--- config.mk ---
export PLATFORM = sky130hd
export DESIGN_NAME = reg_writeback_arbiter
export DESIGN_NICKNAME = d
export VERILOG_FILES = /design/src/rtl/reg_writeback_arbiter.sv
export SDC_FILE = /design/constraint.sdc
export NUM_CORES = 1
export LEC_CHECK = 0
export CAP_MARGIN = 20
export CORE_AREA = 2 2 141 143
export DETAILED_ROUTE_END_ITERATION = 8
export DIE_AREA = 0 0 143 145
export HOLD_SLACK_MARGIN = 0.1
export PLACE_DENSITY = 0.74
export SKIP_CTS_REPAIR_TIMING = 1
export SLEW_MARGIN = 15
export SYNTH_ARGS = -nofsm -noshare
export SYNTH_HDL_FRONTEND = slang
export SYNTH_SLANG_ARGS = --single-unit
--- constraint.sdc ---
create_clock -name clk -period 3.71 [get_ports clk]
set_clock_uncertainty 0.2 [all_clocks]
set_input_delay 0.742 -clock clk [delete_from_list [all_inputs] [get_ports clk]]
set_output_delay 0.742 -clock clk [all_outputs]
set_load 0.05 [all_outputs]
--- src/rtl/reg_writeback_arbiter.sv ---
// reg_writeback_arbiter
// Write-port arbiter for the 32x32 register file. It merges three result
// producers into the file's single write port:
//   - ALU : single-cycle, no backpressure, always owns the slot when valid.
//   - LSU : valid/ready, buffered in a shared FIFO.
//   - MD  : valid/ready, buffered in the same shared FIFO.
// FIFO entries drain into write slots the ALU leaves free. A pending-write
// mask tells decode which registers still have queued results. A starve
// counter raises drain_req when the ALU keeps the FIFO head blocked.
//
// Ports:
//   clk, rst                        clock, synchronous active-high reset
//   alu_valid/alu_reg_id/alu_data   ALU result (always accepted)
//   lsu_valid/lsu_ready/lsu_reg_id/lsu_data   LSU result handshake
//   md_valid/md_ready/md_reg_id/md_data       mul/div result handshake
//   write_reg_id/enable/data        registered register-file write port
//   pending_mask                    bit n set: a queued entry targets rN
//   drain_req                       ask the core for an ALU bubble
module reg_writeback_arbiter #(
  parameter int FIFO_DEPTH   = 4,
  parameter int STARVE_LIMIT = 8
) (
  input  logic        clk,
  input  logic        rst,
  input  logic        alu_valid,
  input  logic [4:0]  alu_reg_id,
  input  logic [31:0] alu_data,
  input  logic        lsu_valid,
  output logic        lsu_ready,
  input  logic [4:0]  lsu_reg_id,
  input  logic [31:0] lsu_data,
  input  logic        md_valid,
  output logic        md_ready,
  input  logic [4:0]  md_reg_id,
  input  logic [31:0] md_data,
  output logic [4:0]  write_reg_id,
  output logic        write_reg_enable,
  output logic [31:0] write_reg_data,
  output logic [31:0] pending_mask,
  output logic        drain_req
);

  localparam int PTR_W = $clog2(FIFO_DEPTH);
  localparam int CNT_W = PTR_W + 1;
  localparam logic [CNT_W-1:0] FULL_COUNT = CNT_W'(FIFO_DEPTH);
  localparam logic [7:0] STARVE_MAX = 8'(STARVE_LIMIT);

  // Round-robin pointer: which enqueue requester wins a tie.
  typedef enum logic {
    RR_LSU = 1'b0,
    RR_MD  = 1'b1
  } rr_e;

  rr_e rr_q, rr_d;

  logic [4:0]       fifo_id   [FIFO_DEPTH];
  logic [31:0]      fifo_data [FIFO_DEPTH];
  logic [PTR_W-1:0] rd_ptr, wr_ptr;
  logic [CNT_W-1:0] count;
  logic [7:0]       starve_cnt, starve_next;

  logic        full, empty, contend;
  logic        lsu_fire, md_fire, push, pop;
  logic [4:0]  push_id;
  logic [31:0] push_data;
  logic [PTR_W-1:0] scan_idx;

  // Enqueue arbitration. Readies come only from registered state (count and
  // RR pointer) plus the valids, so a pop in the same cycle never frees a slot
  // early: a full FIFO refuses both producers for that cycle.
  always_comb begin
    full      = (count == FULL_COUNT);
    empty     = (count == '0);
    contend   = lsu_valid && md_valid;
    lsu_ready = !full && !(contend && (rr_q == RR_MD));
    md_ready  = !full && !(contend && (rr_q == RR_LSU));
    lsu_fire  = lsu_valid && lsu_ready;
    md_fire   = md_valid && md_ready;
    push_id   = lsu_fire ? lsu_reg_id : md_reg_id;
    push_data = lsu_fire ? lsu_data : md_data;
    // A result for r0 completes its handshake but is dropped here.
    push      = (lsu_fire || md_fire) && (push_id != 5'd0);
    pop       = !alu_valid && !empty;
  end

  // Next RR pointer: after a contended grant, favour the loser next time.
  always_comb begin
    rr_d = rr_q;
    if (!full && contend) begin
      rr_d = (rr_q == RR_LSU) ? RR_MD : RR_LSU;
    end
  end

  // Starve counter: counts cycles the ALU holds off a non-empty FIFO, and
  // resets as soon as the head is popped or nothing is queued.
  always_comb begin
    starve_next = starve_cnt;
    if (pop || empty) begin
      starve_next = 8'd0;
    end else if (alu_valid && (starve_cnt != STARVE_MAX)) begin
      starve_next = starve_cnt + 8'd1;
    end
  end

  // Pending mask: OR of the one-hot ids of every occupied FIFO slot, scanned
  // from the head. r0 can never be queued, but bit 0 is forced low anyway.
  always_comb begin
    pending_mask = 32'd0;
    scan_idx     = rd_ptr;
    for (int j = 0; j < FIFO_DEPTH; j++) begin
      scan_idx = rd_ptr + PTR_W'(j);
      if (CNT_W'(j) < count) begin
        pending_mask[fifo_id[scan_idx]] = 1'b1;
      end
    end
    pending_mask[0] = 1'b0;
  end

  // FIFO storage has no reset; only the pointers and count define validity.
  always_ff @(posedge clk) begin
    if (!rst && push) begin
      fifo_id[wr_ptr]   <= push_id;
      fifo_data[wr_ptr] <= push_data;
    end
  end

  // FIFO pointers, count, RR pointer and starve tracking.
  always_ff @(posedge clk) begin
    if (rst) begin
      rd_ptr     <= '0;
      wr_ptr     <= '0;
      count      <= '0;
      rr_q       <= RR_LSU;
      starve_cnt <= 8'd0;
      drain_req  <= 1'b0;
    end else begin
      rr_q       <= rr_d;
      starve_cnt <= starve_next;
      drain_req  <= (starve_next == STARVE_MAX);
      if (push) begin
        wr_ptr <= wr_ptr + PTR_W'(1);
      end
      if (pop) begin
        rd_ptr <= rd_ptr + PTR_W'(1);
      end
      case ({push, pop})
        2'b10:   count <= count + CNT_W'(1);
        2'b01:   count <= count - CNT_W'(1);
        default: count <= count;
      endcase
    end
  end

  // Registered write port. The ALU always wins the slot; an ALU write to r0
  // still consumes the slot but is suppressed. Otherwise the FIFO head drains.
  always_ff @(posedge clk) begin
    if (rst) begin
      write_reg_id     <= 5'd0;
      write_reg_enable <= 1'b0;
      write_reg_data   <= 32'd0;
    end else if (alu_valid) begin
      write_reg_id     <= alu_reg_id;
      write_reg_enable <= (alu_reg_id != 5'd0);
      write_reg_data   <= alu_data;
    end else if (pop) begin
      write_reg_id     <= fifo_id[rd_ptr];
      write_reg_enable <= 1'b1;
      write_reg_data   <= fifo_data[rd_ptr];
    end else begin
      write_reg_id     <= 5'd0;
      write_reg_enable <= 1'b0;
      write_reg_data   <= 32'd0;
    end
  end

endmodule

Yosys cells after proc, flatten, opt, wreduce, memory -nomap -nowiden. Memory sizes are Yosys's and may differ from the RTL's. A register that Yosys moved wholly into a read port is not among the register bits. Cells that the tools add are included.

Magnitude comparators: 12. Shift-type cells: 0. Muxes and demuxes: 30. Equality and inequality tests: 5. Divide/modulo/power cells: 0. Bitwise gates (word level): 4. Multipliers: 0. Reduce and logical (&&, ||, !) cells: 28. Add/sub/neg operators: 7.

Operator list (number): 32-bit two-way mux (7); 32-bit OR (3); 5-bit by 6-bit less-than comparator with 1-bit output, second input constant (4); 1-bit demux with 5-bit select (4); 5-bit by 1-bit >= comparator with 1-bit output, second input constant (4); 1-bit logical AND (16); 8-bit two-way mux (2); 5-bit two-way mux (3); 5-bit nonzero test (2); 1-bit two-way mux (9); 8-bit by 1-bit adder with 8-bit output, second input constant (1); 8-bit by 4-bit equality test with 1-bit output, second input constant (1); 2-bit two-way mux (4); 8-bit by 4-bit != test with 1-bit output, second input constant (1); 1-bit logical NOT (6); 1-bit by 3-bit less-than comparator with 1-bit output, first input constant (2); 2-bit by 3-bit less-than comparator with 1-bit output, first input constant (2); 3-bit case mux with 2 select lines (1); 2-bit by 1-bit adder with 2-bit output, second input constant (2); 2-bit adder, second input constant (2); 3-bit by 1-bit adder with 3-bit output, second input constant (1); 3-bit equality test, second input constant (1); 3-bit logical NOT (1); 3-bit by 1-bit subtractor with 3-bit output, second input constant (1); 5 further kinds (6).

Memories kept: 2. Word-level logic and storage cells: 97. Bits in latches: 0. Input bits: 116. Output and inout port bits: 73. ROM bits: 0. Bits in writable memories: 148. Bits in registers: 55.

Memories: fifo_data (depth 4, bits a word 32, read ports 1, clocked after memory_dff 1, write ports 1, RTL line 57) `logic [31:0] fifo_data [FIFO_DEPTH];`; fifo_id (depth 4, bits a word 5, read ports 4, clocked after memory_dff 1, write ports 1, RTL line 56) `logic [4:0] fifo_id [FIFO_DEPTH];`.

Longest topological paths before layout. Gate-level depths: netlist of the first run. An unclocked memory read counts as a cell.

Depth in word-level cells: 12. Gate-level depth with buffers: 10. Depth with buffers taken out: 10.

Worst setup path before layout of the first run. Ideal clock, no wire load.

Path type: reg-to-output. Start point: reg rd_ptr[0]. End point: out pending_mask[22]. Data required time: 2.768 ns. Buffers on the path: 1. Arrival time: 2.452 ns. Setup slack: 0.316 ns. Cell stages (with the launch flop): 6. Cells stage by stage: dfxtp_1 buf_6 mux2_1 mux2_4 or4_4 o221ai_1.

Cells in the longest elaborated chain, start to end: 12. Elaborated cells between the ends (all ways): 25. Classes of those cells: add/sub (3); order compare (6); mux (9); bitwise (3); reduce/logical (3); memory (1).

Ends and longest elaborated chain: start, declared (RTL line 58) `logic [PTR_W-1:0] rd_ptr, wr_ptr;`; start signal, assigned (RTL line 144) `rd_ptr <= rd_ptr + PTR_W'(1);`; 2-bit by 1-bit adder with 2-bit output (RTL line 111) `scan_idx = rd_ptr + PTR_W'(j);`; memory 4 x 5 bit *; 5-bit by 6-bit less-than comparator with 1-bit output (implied by the code) / 5-bit by 1-bit >= comparator with 1-bit output (equally long branches) (RTL line 113) `pending_mask[fifo_id[scan_idx]] = 1'b1;`; 1-bit logical AND (implied by the code) (RTL line 113); 1-bit two-way mux (implied by the code) (RTL line 113); 1-bit demux with 5-bit select (RTL line 113); 32-bit OR (no source line); 32-bit two-way mux (RTL line 112) `if (CNT_W'(j) < count) begin`; 32-bit OR (no source line); 32-bit two-way mux (RTL line 112); 32-bit OR (no source line); 32-bit two-way mux * (RTL line 112); end, declared (RTL line 39) `output logic [31:0] pending_mask,`.

Mark *: on every way between the ends. The rest lies on a longest branch, timed or not.

Worst setup path after layout of the first run.
Start point: reg rd_ptr[0]. End point: out pending_mask[1].

Same word-level chain as after synthesis.

==> impl_results.md, run 1 <==
- Unrepaired setup endpoints after global routing: true
- CP endpoint kind: output pin
- Most used DFF post-synth: edfxtp_1
- Slew Limit Fails: 0
- Placed Area: 12000 sq um
- Final #Nets: ~1000
- Clock transition at path regs: 0.06 ns
- Ys async rst share: 0%
- # fillers: around 1.3k
- Clock Latency Late Sink: around 0.5 ns
- P per Cell Area: around 620 nW/um^2
- Hold Crit Class: flip-flop to flip-flop
- Data required, critical path: ~2.8 ns
- Synth Instances: between 600 and 700
- Total global-route track usage: between 20% and 30%
- Root buf cell: clkbuf_16
- Arrival @ worst endpoint: around 2.7 ns
- Wirelength per Cell: approximately 22 um
- Via density: between 5 and 6
- Slew @ Worst Pin: 0.650 ns
- Register area share after synthesis: between 50% and 60%
- Status: complete, no violations
- Hpwl dp: approximately 17000 um
- Max IR drop VDD: between 0.3 and 0.4 mV
- Syn Area/Cell: approximately 14 sq um
- Number of global-route vias before repair: 7016
- Tmin final: between 3 and 4 ns
- H-tree depth: 1
- Die height: ~150 um
- Fin. Hold Viols: 0
- Clock sinks: slightly above 200
- Setup TNS: 0 ns
- Core box area: 19200 sq um
- Post-synth cell types: 52
- Final period util: 98.6%
- Max-cap viol count: 0
- P&R area growth vs syn: 36.8%
- Initial DRC count: 449
- Routed Antenna Nets: 0
- Via count: roughly 6.7k
- Inserted Diodes: 0
- Area of the multi-input gates: between 3000 and 4000 sq um
- Initial Util: between 40% and 50%
- Die W: 143 um
- Final instance area: roughly 13000 sq um
- Largest net degree at the start of global routing: 50
- Hold_sp: wr_ptr[1]
- EDFF count, synth: roughly 150
- Rows: 51
- GRT overflow: 0
- Leak: 4.28 nW
- Reg area: between 5000 and 6000 sq um
- RD Place Congestion: 0.863
- Worst Setup Start Kind: flip-flop
- Syn_nets: approximately 800
- RR Startpoint: count[1]
- Post-synth top area cell: edfxtp_1
- Crit Path Class: flip-flop to output pin
- Routed WL: approximately 25000 um
- CTS Buf Count: 22
- Synth warn: 0
- CTS tree: yes
- Yosys reg bits: about 210
- Synth top area cells: edfxtp_1 47%, dfxtp_1 12%, mux4_2 9.4%
- Final setup violation count: 0
- Crit path from: rd_ptr[0]
- IO Port Bufs: between 150 and 200
- Die area: slightly above 20000 sq um
- First-pass GRT wire length: between 30000 and 40000 um
- # DRC: 0
- Initial antenna violation count: 0
- Share of cells above drive strength 1: 24.9%
- Drt pass-1 iters: 5
- # IOs: approximately 190
- Top cell type's share of synthesized area: between 40% and 50%
- Relative slew slack: between 50% and 60%
- Crit-path max FO: 11
- Mapped cell area: ~9400 sq um
- Max clock buf depth: 3
- Fmax: between 200 and 300 MHz
## synth_stat cells, drive strengths merged (6+ instances only)
library cell / instances
edfxtp: 148
nor2: 73
a22oi: 69
dfxtp: 57
mux2: 52
mux4: 42
o221ai: 31
nand2: 29
clkbuf: 23
inv: 13
buf: 12
mux2i: 12
nor3: 11
ha: 10
and2: 9
nand3: 9
xor2: 7
nor3b: 6
## through the flow
step / instances / utilization (%) / hold slack, ns / worst slack, ns / power (W)
floorplan: 659 / - / 0.314 / 0.316 / 0.00482
global placement: 1097 / 62.3 / 0.338 / 0.409 / 0.00584
detailed placement: 1097 / 62.3 / 0.349 / 0.346 / 0.00589
CTS: 1137 / 65.9 / 0.365 / -0.0796 / 0.00795
global route: 1137 / 66.9 / 0.404 / -0.0896 / 0.00838
finish: 1137 / 66.9 / 0.379 / 0.0505 / 0.00801
## metal layers
layer	GRT usage [%]	wire length, um	vias to the layer above
li1	-	-	3014
met1	33.4	10500	3326
met2	40.0	12200	302
met3	4.13	1810	43
met4	5.79	437	0
met5	0	0	-
## registers in the layout, indices dropped and copies added, names as in the netlist, named ones only
| register | flops |
|---|---|
| fifo_data | 128 |
| count | 3 |
| starve_cnt | 8 |
| fifo_id | 20 |
| write_reg_id | 5 |
| rd_ptr | 2 |
| rr_q | 1 |
| write_reg_enable | 1 |
| wr_ptr | 2 |
| write_reg_data | 32 |
| drain_req | 1 |
## worst max-delay path, stage by stage, from the launching register on
cell and delay (ns):
dfxtp_1 0.34, buf_6 0.17, mux2_1 0.35, mux2_4 0.31, or2_1 0.31, nand2b_1 0.26
o221ai_2 0.28, buf_12 0.18
## cells by family (layout without fill, tap and decap cells)
logic type               Yosys count  after routing  synth area share (%)
flip-flops                       205            205                  59.5
AO/OA/AOI/OAI                    116            116                  9.53
XOR/XNOR                          12             12                  1.12
other                              1              1                0.0399
buffers and inverters             48            261                  2.37
multiplexers                     106            106                  17.8
adder cells (fa/ha/maj)           10             10                  1.33
AND/OR/NAND/NOR                  161            161                  8.29
## worst paths after layout
path         slack [ns]         endpoint  cells past startpoint
max                0.05  pending_mask[1]                      7
min                0.38        wr_ptr[1]                      2
max reg2reg        0.69         count[2]                      9
min reg2reg        0.38        wr_ptr[1]                      2
## power breakdown
group          switching [W]  total, W  internal (W)
registers           0.000123   0.00290       0.00277
logic                0.00181   0.00308       0.00127
clock network       0.000847   0.00204       0.00119
total                0.00278   0.00801       0.00523
## placed cells by master, fill, tap and decap left out, types with 17 or more instances in the layout
| cell type | count |
|---|---|
| clkdlybuf4s50_1 | 154 |
| mux2_2 | 48 |
| o221ai_2 | 17 |
| nor2_1 | 71 |
| dfxtp_1 | 55 |
| edfxtp_1 | 148 |
| a22oi_1 | 69 |
| clkbuf_16 | 22 |
| nand2_1 | 28 |
| mux4_2 | 40 |
| buf_12 | 36 |
## cell type report
cell class	instances	area share [%]
sequential	205	43.5
multi-input combinational	406	29.5
timing repair buffer	208	18.7
clock buffer	35	4.98
tap	265	2.58
clock inverter	5	0.399
inverter	13	0.380
Power figures use the tool's default switching activity.
==> run 2: changes to the inputs <==
==> constraint.sdc (replaced) <==
create_clock -name clk -period 4.15 [get_ports clk]
set_clock_uncertainty 0.2 [all_clocks]
set_input_delay 0.83 -clock clk [delete_from_list [all_inputs] [get_ports clk]]
set_output_delay 0.83 -clock clk [all_outputs]
set_load 0.05 [all_outputs]
==> run 2 against run 1 <==
  * Cell area is 5.1% lower
  * Clock power down 13%
  * Register-to-register slack better by 0.36 ns
  * Sequential share of layout area increased by 2.3 points
  * Power is 15% lower
  * Via count is 0.25% lower
  * Final cell count stayed put
  * Critical path depth fell by 2
==> impl_results.md, run 2 (synthesis results as in run 1) <==
- CTS Buf Count: 21
- Hold Crit Class: flip-flop to flip-flop
- Largest net degree at the start of global routing: 50
- Core box area: ~19000 sq um
- First-pass GRT wire length: between 30000 and 40000 um
- CP endpoint kind: output pin
- Slew Limit Fails: 0
- Leak: roughly 4.1 nW
- Crit-path slowest cell: dfxtp_2
- RD Place Congestion: between 0.8 and 0.9
- Fin. Hold Viols: 0
- Met3 wire len: 2160 um
- Commonest non-fill, non-tap cells in the layout: 154 x clkdlybuf4s50_1, 148 x edfxtp_1, 73 x nor2_1
- # IOs: ~190
- Internal power: about 0.0045 W
- Reg power frac: roughly 38%
- DR top layer: met4
- Routed WL: 25100 um
- Total global-route track usage: ~24%
- Status: complete, no violations
- Final Core Density: between 60% and 70%
- Crit-path max cell delay: roughly 0.66 ns
- Final #Nets: about 980
- Initial Util: 48.9%
- Sw power: around 0.0024 W
- Routed Antenna Nets: 0
- Slew @ Worst Pin: just over 0.8 ns
- Tmin final: a little under 4 ns
- Hpwl dp: between 15000 and 20000 um
- Switch share: approximately a third
- Smallest hold slack: 0.381 ns
- Wirelength per Cell: approximately 22 um
- Clock share of power: 25.9%
- Initial DRC count: approximately 470
- Root buf cell: clkbuf_16
- H-tree depth: 1
- Inserted Diodes: 0
- Clock sinks: roughly 200
- Top reg by flops: fifo_data
- Worst Setup Start Kind: flip-flop
- Critical-path cell list: mux4_2 > nor3b_2 > a22oi_1 > o221ai_1 > buf_4
- Biggest regs: fifo_data: 128 flops, write_reg_data: 32 flops, fifo_id: 20 flops
- Max reg flops: ~130
- Max IR drop VDD: approximately 0.42 mV
- CTS tree: yes
- Drt pass-1 iters: 7
- Relative slew slack: between 40% and 50%
- Max-cap viol count: 0
- Via count: 6668
- Rows: between 50 and 60
- Logic pwr share: ~36%
- Crit-path max FO: 17
- Clock Latency Late Sink: 0.49 ns
- # DRC: 0
- Die height: 145 um
- Share of cells above drive strength 1: between 20% and 30%
- Clock transition at path regs: roughly 0.06 ns
- P per Cell Area: approximately 560 nW/um^2
- Via density: slightly below 6
- IO Port Bufs: between 150 and 200
- P&R area growth vs syn: 29.8%
- Met2 WL: ~12000 um
- Unrepaired setup endpoints after global routing: false
- Final setup violation count: 0
- Most common cell after layout, fill and taps aside: clkdlybuf4s50_1
- Met1 Wirelength: 10700 um
- GRT overflow: 0
- Initial antenna violation count: 0
- Fmax: between 200 and 300 MHz
- Arrival @ worst endpoint: 2.81 ns
- Final period util: 92.6%
- Data required, critical path: around 3.1 ns
- Die W: around 140 um
- Die area: 20700 sq um
- Max clock buf depth: 3
- Number of global-route vias before repair: a little under 7k
- Setup TNS: 0 ns
- Crit Path Class: flip-flop to output pin
run 2: cell types whose count changed in the layout (fill, tap and decap cells not counted), moves of 5 or more:
cell	delta
buf_12	-35
buf_4	+38
clkbuf_1	-5
clkinv_2	+7
o221ai_1	+19
o221ai_2	-17
run 2: area by class of cell:
class                      count  area [sq um]
fill                        1425          7020
sequential                   205          5590
multi-input combinational    406          3600
timing repair buffer         210          1970
clock buffer                  26           554
tap                          265           332
clock inverter                12          95.1
inverter                      13          48.8
run 2: power groups by stage:
stage / clock network [W] / logic [W] / registers (W)
3_5_place_dp: 0 / 0.00247 / 0.00264
5_1_grt: 0.00191 / 0.00264 / 0.00262
2_1_floorplan: 0 / 0.00153 / 0.00278
4_1_cts: 0.00181 / 0.00248 / 0.00260
6_report: 0.00177 / 0.00247 / 0.00260
3_3_place_gp: 0 / 0.00245 / 0.00263
run 2: layer usage:
layer / GRT usage (%) / vias to the layer above
li1: - / 3018
met4: 3.81 / 0
met3: 6.14 / 25
met5: 0 / -
met1: 34.0 / 3328
met2: 39.1 / 297
run 2: per-stage QoR:
stage | instance area [sq um] | total power [W] | setup slack, ns | std cells
finish | 12200 | 0.00685 | 0.308 | 1137
global route | 12200 | 0.00717 | 0.166 | 1137
CTS | 12200 | 0.00689 | 0.303 | 1137
detailed placement | 11500 | 0.00511 | 0.623 | 1099
global placement | 11500 | 0.00508 | 0.699 | 1099
floorplan | 9390 | 0.00431 | 0.668 | 659
run 2: path summary, 6_finish.rpt:
| kind | from | slack, ns | end | depth (start not counted) |
|---|---|---|---|---|
| setup / recovery | flip-flop | 0.31 | pending_mask[2] | 5 |
| hold / removal | starve_cnt[5] | 0.38 | starve_cnt[5] | 2 |
| setup reg to reg | count[1] | 1.05 | fifo_data[0][11] | 8 |
| hold reg to reg | starve_cnt[5] | 0.38 | starve_cnt[5] | 2 |
run 2: worst max-delay path, delay by kind of cell (launching register included):
family / cells / cell delay [ns]
AND/OR/NAND/NOR: 1 / 0.59
flip-flops: 1 / 0.66
buffers and inverters: 1 / 0.24
AO/OA/AOI/OAI: 2 / 0.37
multiplexers: 1 / 0.46
